### config.mk
export PLATFORM = sky130hd
export DESIGN_NAME = instruction_fetch_unit
export DESIGN_NICKNAME = d
export VERILOG_FILES = /design/src/rtl/cpu_pkg.sv /design/src/rtl/program_counter.sv /design/src/rtl/instruction_fetch_unit.sv
export SDC_FILE = /design/constraint.sdc
export NUM_CORES = 1
export LEC_CHECK = 0
export CAP_MARGIN = 20
export CELL_PAD_IN_SITES_DETAIL_PLACEMENT = 1
export CELL_PAD_IN_SITES_GLOBAL_PLACEMENT = 1
export CORE_UTILIZATION = 28
export DETAILED_ROUTE_END_ITERATION = 8
export PLACE_DENSITY = 0.74
export SYNTH_ARGS = -nofsm -noshare
export SYNTH_HDL_FRONTEND = slang
export SYNTH_SLANG_ARGS = --single-unit
### constraint.sdc
create_clock -name Clk -period 1.7 [get_ports Clk]
set_input_delay 0.17 -clock Clk [delete_from_list [all_inputs] [get_ports Clk]]
set_output_delay 0.17 -clock Clk [all_outputs]
set_load 0.01 [all_outputs]
### src/rtl/cpu_pkg.sv
// Shared definitions for the VSM CPU front end: instruction field widths
// and the fetch-sequencer state encoding.
package cpu_pkg;

    localparam int OPCODE_W = 5;
    localparam int IRDATA_W = 11;
    localparam int INSTR_W  = 16;

    typedef enum logic [1:0] {
        IDLE   = 2'd0,
        FETCH  = 2'd1,
        EXEC   = 2'd2,
        HALTED = 2'd3
    } fetch_state_e;

    function automatic logic [OPCODE_W-1:0] ir_opcode(input logic [INSTR_W-1:0] ir);
        return ir[INSTR_W-1 -: OPCODE_W];
    endfunction

    function automatic logic [IRDATA_W-1:0] ir_data(input logic [INSTR_W-1:0] ir);
        return ir[IRDATA_W-1:0];
    endfunction

endpackage

### src/rtl/program_counter.sv
// Program counter register: load has priority over increment, and the
// increment wraps naturally modulo 2^ADDR_W.
module program_counter
    import cpu_pkg::*;
#(
    parameter int                ADDR_W   = 11,
    parameter logic [ADDR_W-1:0] RESET_PC = {ADDR_W{1'b0}}
) (
    input  logic              i_clk,
    input  logic              i_rst,
    input  logic              i_inc,
    input  logic              i_load,
    input  logic [ADDR_W-1:0] i_load_val,
    output logic [ADDR_W-1:0] o_pc
);

    logic [ADDR_W-1:0] r_pc;
    logic [ADDR_W-1:0] w_pc_plus1;

    assign w_pc_plus1 = r_pc + {{(ADDR_W-1){1'b0}}, 1'b1};

    // PC update: jump target beats the sequential increment
    always_ff @(posedge i_clk or posedge i_rst) begin
        if (i_rst) begin
            r_pc <= RESET_PC;
        end else if (i_load) begin
            r_pc <= i_load_val;
        end else if (i_inc) begin
            r_pc <= w_pc_plus1;
        end else begin
            r_pc <= r_pc;
        end
    end

    assign o_pc = r_pc;

endmodule

### src/rtl/instruction_fetch_unit.sv
// VSM CPU instruction fetch unit: fetch sequencer, instruction register and
// step-counter reset pulse in front of the control unit.
module instruction_fetch_unit
    import cpu_pkg::*;
#(
    parameter int                ADDR_W   = 11,
    parameter logic [ADDR_W-1:0] RESET_PC = {ADDR_W{1'b0}}
) (
    input  logic                Clk,
    input  logic                Rst,
    output logic                MemReq,
    output logic [ADDR_W-1:0]   MemAddr,
    input  logic                MemAck,
    input  logic [INSTR_W-1:0]  MemData,
    input  logic                InstrDone,
    input  logic                JumpEn,
    input  logic [ADDR_W-1:0]   JumpAddr,
    input  logic                Halt,
    output logic [OPCODE_W-1:0] OpCode,
    output logic [IRDATA_W-1:0] IRData,
    output logic                StepCounterReset,
    output logic                InstrValid,
    output logic [ADDR_W-1:0]   PC
);

    fetch_state_e       r_state;
    fetch_state_e       w_next_state;
    logic [INSTR_W-1:0] r_ir;
    logic               r_mem_req;
    logic               r_instr_valid;
    logic               r_step_rst;
    logic               w_ack_fire;
    logic               w_done_fire;
    logic               w_jump;
    logic [ADDR_W-1:0]  w_pc;

    // Inputs only take effect in the state that owns them
    assign w_ack_fire  = (r_state == FETCH) && MemAck;
    assign w_done_fire = (r_state == EXEC) && InstrDone;
    assign w_jump      = w_done_fire && JumpEn;

    always_comb begin
        w_next_state = r_state;
        case (r_state)
            IDLE: begin
                w_next_state = FETCH;
            end
            FETCH: begin
                if (MemAck) begin
                    w_next_state = EXEC;
                end else begin
                    w_next_state = FETCH;
                end
            end
            EXEC: begin
                if (InstrDone) begin
                    w_next_state = Halt ? HALTED : FETCH;
                end else begin
                    w_next_state = EXEC;
                end
            end
            HALTED: begin
                if (!Halt) begin
                    w_next_state = FETCH;
                end else begin
                    w_next_state = HALTED;
                end
            end
            default: begin
                w_next_state = IDLE;
            end
        endcase
    end

    // State, IR and registered strobes; outputs are decoded from the next state
    // so MemReq/InstrValid are flops that clear asynchronously with Rst
    always_ff @(posedge Clk or posedge Rst) begin
        if (Rst) begin
            r_state       <= IDLE;
            r_ir          <= 16'h0000;
            r_mem_req     <= 1'b0;
            r_instr_valid <= 1'b0;
            r_step_rst    <= 1'b0;
        end else begin
            r_state       <= w_next_state;
            r_ir          <= w_ack_fire ? MemData : r_ir;
            r_mem_req     <= (w_next_state == FETCH);
            r_instr_valid <= (w_next_state == EXEC);
            r_step_rst    <= w_ack_fire;
        end
    end

    program_counter #(
        .ADDR_W   (ADDR_W),
        .RESET_PC (RESET_PC)
    ) u_pc (
        .i_clk      (Clk),
        .i_rst      (Rst),
        .i_inc      (w_ack_fire),
        .i_load     (w_jump),
        .i_load_val (JumpAddr),
        .o_pc       (w_pc)
    );

    assign MemReq           = r_mem_req;
    assign MemAddr          = w_pc;
    assign PC               = w_pc;
    assign OpCode           = ir_opcode(r_ir);
    assign IRData           = ir_data(r_ir);
    assign StepCounterReset = r_step_rst;
    assign InstrValid       = r_instr_valid;

endmodule

==> flow_metrics.env <==
export IMPL_pwr_share_comb=0.503
export IMPL_clock_path_buffers=2
export IMPL_netlist_instances=157
export IMPL_worstPathRequired_ns=1.90
export IMPL_yosysWarnings=0
export IMPL_first_pass_iters=4
export IMPL_hp_class="primary input to async pin"
export IMPL_rr_worst_depth=5
export IMPL_rsz0062_at_grt="no"
export IMPL_worst_ep_arrival_time_ns=1.75
export IMPL_worstSetupEndpoint="u_pc.o_pc[10]"
export IMPL_leakage_nw=1.05
export IMPL_ctsResizeCount=0
export IMPL_ant_nets=0
export IMPL_dieArea_um2=5570
export IMPL_cts_tree="built"
export IMPL_cts_htree_levels=2
export IMPL_yosys_area_top_type="dfrtp_1"
export IMPL_diodes=0
export IMPL_synth_ff_type="dfrtp_1"
export IMPL_globalRouteOverflowTotal=0
export IMPL_period_share=0.908
export IMPL_syn_nets=191
export IMPL_dpl_hpwl_mm=3.11
export IMPL_p_int_mw=2.58
export IMPL_clkTransAtPathRegs_ns=0.07
export IMPL_grt_pass1_vias=1385
export IMPL_hold_buffers=0
export IMPL_synth_area_um2=1480
export IMPL_fillCellCount=619
export IMPL_die_w_um=74.6
export IMPL_critPathMaxFanout=5
export IMPL_ys_ff_latch=32
export IMPL_antenna_found_initial=0
export IMPL_initial_core_util=0.289
export IMPL_wl_mm=4.03
export IMPL_end_kind="flip-flop"
export IMPL_vias=1371
export IMPL_drive_above_1_share=0.0940
export IMPL_fin_crit_ns=1.54
export IMPL_final_nets=267
export IMPL_core_um2=5110
export IMPL_io_pins=74
export IMPL_die_h_um=74.6
export IMPL_holdWs_ns=0.285
export IMPL_yosysTopAreaCellShare=0.542
export IMPL_fmax_mhz=648
export IMPL_hold_viol_final=0
export IMPL_tightest_slew_ns=0.419
export IMPL_p_seq_frac=0.355
export IMPL_p_sw_mw=1.47
export IMPL_clkPwrFrac=0.142
export IMPL_start_kind="flip-flop"
export IMPL_ys_types=30
export IMPL_post_cts_buffers=0
export IMPL_r2r_end="u_pc.o_pc[10]"
export IMPL_drt_iter0_drc=32
export IMPL_yosys_top_cells_area="dfrtp_1 (54%), nand2_1 (15%), buf_4 (5.6%), nor2_1 (2.5%), nor3_1 (1.7%)"
export IMPL_ys_seq_area_frac=0.542
export IMPL_peakVddDrop_uv=646
export IMPL_synthArstFlopShare=1.00
export IMPL_criticalPathCategory="flip-flop to flip-flop"
export IMPL_synth_edff_count=0
export IMPL_max_cap_violations=0
export IMPL_timing_rr_start="u_pc.o_pc[1]"
export IMPL_insertion_delay_ns=0.28
export IMPL_fin_skew_ns=0.00791
export IMPL_rows=26
export IMPL_viasPerCell=4.51
export IMPL_p_total_mw=4.05
export IMPL_grt_use_total=0.160
export IMPL_critPathLaunch="u_pc.o_pc[1]"
export IMPL_gp_congestion=0.745
export IMPL_avgSynthCellArea_um2=9.40
export IMPL_drc=0
export IMPL_setup_viol=0
export IMPL_grt_pass1_wl_mm=6.58
export IMPL_grt_max_degree=33
export IMPL_area_delta_synth_final_pct=60.1
export IMPL_finalMaxSlewViolations=0
export IMPL_numClockSinks=32
export IMPL_power_density_nw_per_um2=1710
export IMPL_port_buffers=73
export IMPL_max_slew_margin=0.721
export IMPL_sw_frac_of_total=0.364
export IMPL_status="finished clean"
export IMPL_numCtsBuffers=5
export IMPL_wl_per_cell_um=13.3
export IMPL_cts_root_buf="clkbuf_8"
export IMPL_regToRegSetupSlack_ns=0.16
-- stage by stage --
| step | setup WS (ns) | TNS (ns) | area [um2] | cells | util |
|---|---|---|---|---|---|
| finish | 0.156 | 0 | 2360 | 304 | 0.463 |
| global route | 0.0471 | 0 | 2360 | 304 | 0.463 |
| CTS | 0.134 | 0 | 2360 | 304 | 0.463 |
| detailed placement | -0.0589 | -0.0960 | 2270 | 296 | 0.445 |
| global placement | 0.0181 | 0 | 2270 | 296 | 0.445 |
| floorplan | 0.144 | 0 | 1480 | 157 | - |
-- per-layer routing --
layer  global-route usage  up-vias  part of all wire  wire length (um)
li1                     -      667                 -                 -
met1                0.189      651              0.40              1630
met2                0.267       46              0.51              2040
met3               0.0643        7             0.080               322
met4               0.0503        0             0.011                44
met5                    0        -                 0                 0
-- cells in the final DEF (no fill, tap or decap), drive strengths merged, types with 2 or more instances in the layout --
cell and count:
clkdlybuf4s50 73, nand2 58, dfrtp 32, buf 11, nor2 11, clkbuf 6, nor3 5, inv 4
o21ai 3, o211ai 3, a211oi 3, a311oi 2, nor4 2, xnor2 2, a21oi 2, nand4b 2
clkinv 2, nand3 2
-- sequential cells by signal, indices dropped and copies added, names as in the netlist --
| register | flops |
|---|---|
| MemReq | 1 |
| StepCounterReset | 1 |
| r_ir | 16 |
| r_state | 2 |
| InstrValid | 1 |
| u_pc.o_pc | 11 |
-- Yosys cell counts, types with 2 or more instances --
| cell | instances |
|---|---|
| a211oi_1 | 3 |
| inv_1 | 4 |
| o21ai_0 | 3 |
| a311oi_1 | 2 |
| buf_4 | 11 |
| buf_2 | 4 |
| nor2_1 | 10 |
| a21oi_1 | 2 |
| nor4_1 | 2 |
| nor3_1 | 5 |
| dfrtp_1 | 32 |
| xnor2_1 | 2 |
| o211ai_1 | 3 |
| nand2_1 | 58 |
-- final cells by class --
cell class | instances | area [um2] | area share
Timing Repair Buffer | 84 | 813 | 0.344
Sequential cell | 32 | 801 | 0.339
Multi-Input combinational cell | 105 | 554 | 0.235
Tap cell | 70 | 87.6 | 0.0371
Clock buffer | 6 | 72.6 | 0.0307
Inverter | 5 | 18.8 | 0.00794
Clock inverter | 2 | 16.3 | 0.00688
-- critical path, cell delays in order, from the launching register on --
cell	delay (ns)
dfrtp_1	0.42
ha_1	0.24
nand4b_4	0.15
nor2_4	0.13
or4b_1	0.44
o211ai_1	0.09
-- how the worst min path moves through the flow --
stage / endpoint / slack [ns] / cells after the start
after floorplan: r_ir[0] / 0.28 / 2
after global placement: r_ir[3] / 0.46 / 2
after detailed placement: r_ir[1] / 0.47 / 2
after CTS: r_ir[1] / 0.29 / 3
after global routing: r_ir[1] / 0.32 / 3
final: r_ir[8] / 0.28 / 3
-- logic make-up after synthesis --
logic type	count (synthesis)	share of synthesized area
AND/OR/NAND/NOR	86	0.278
flip-flops	32	0.542
buffers and inverters	20	0.0822
AO/OA/AOI/OAI	16	0.0771
XOR/XNOR	2	0.0119
adder cells (fa/ha/maj)	1	0.00847
-- power by group through the flow --
stage               Combinational, mW  Sequential [mW]  Clock [mW]
floorplan                       0.813             1.58           0
global placement                 2.01             1.43           0
detailed placement               2.06             1.46           0
CTS                              2.07             1.45       0.605
global route                     2.24             1.50       0.648
finish                           2.04             1.44       0.575
Note: power is estimated with default switching activity, not from simulation.
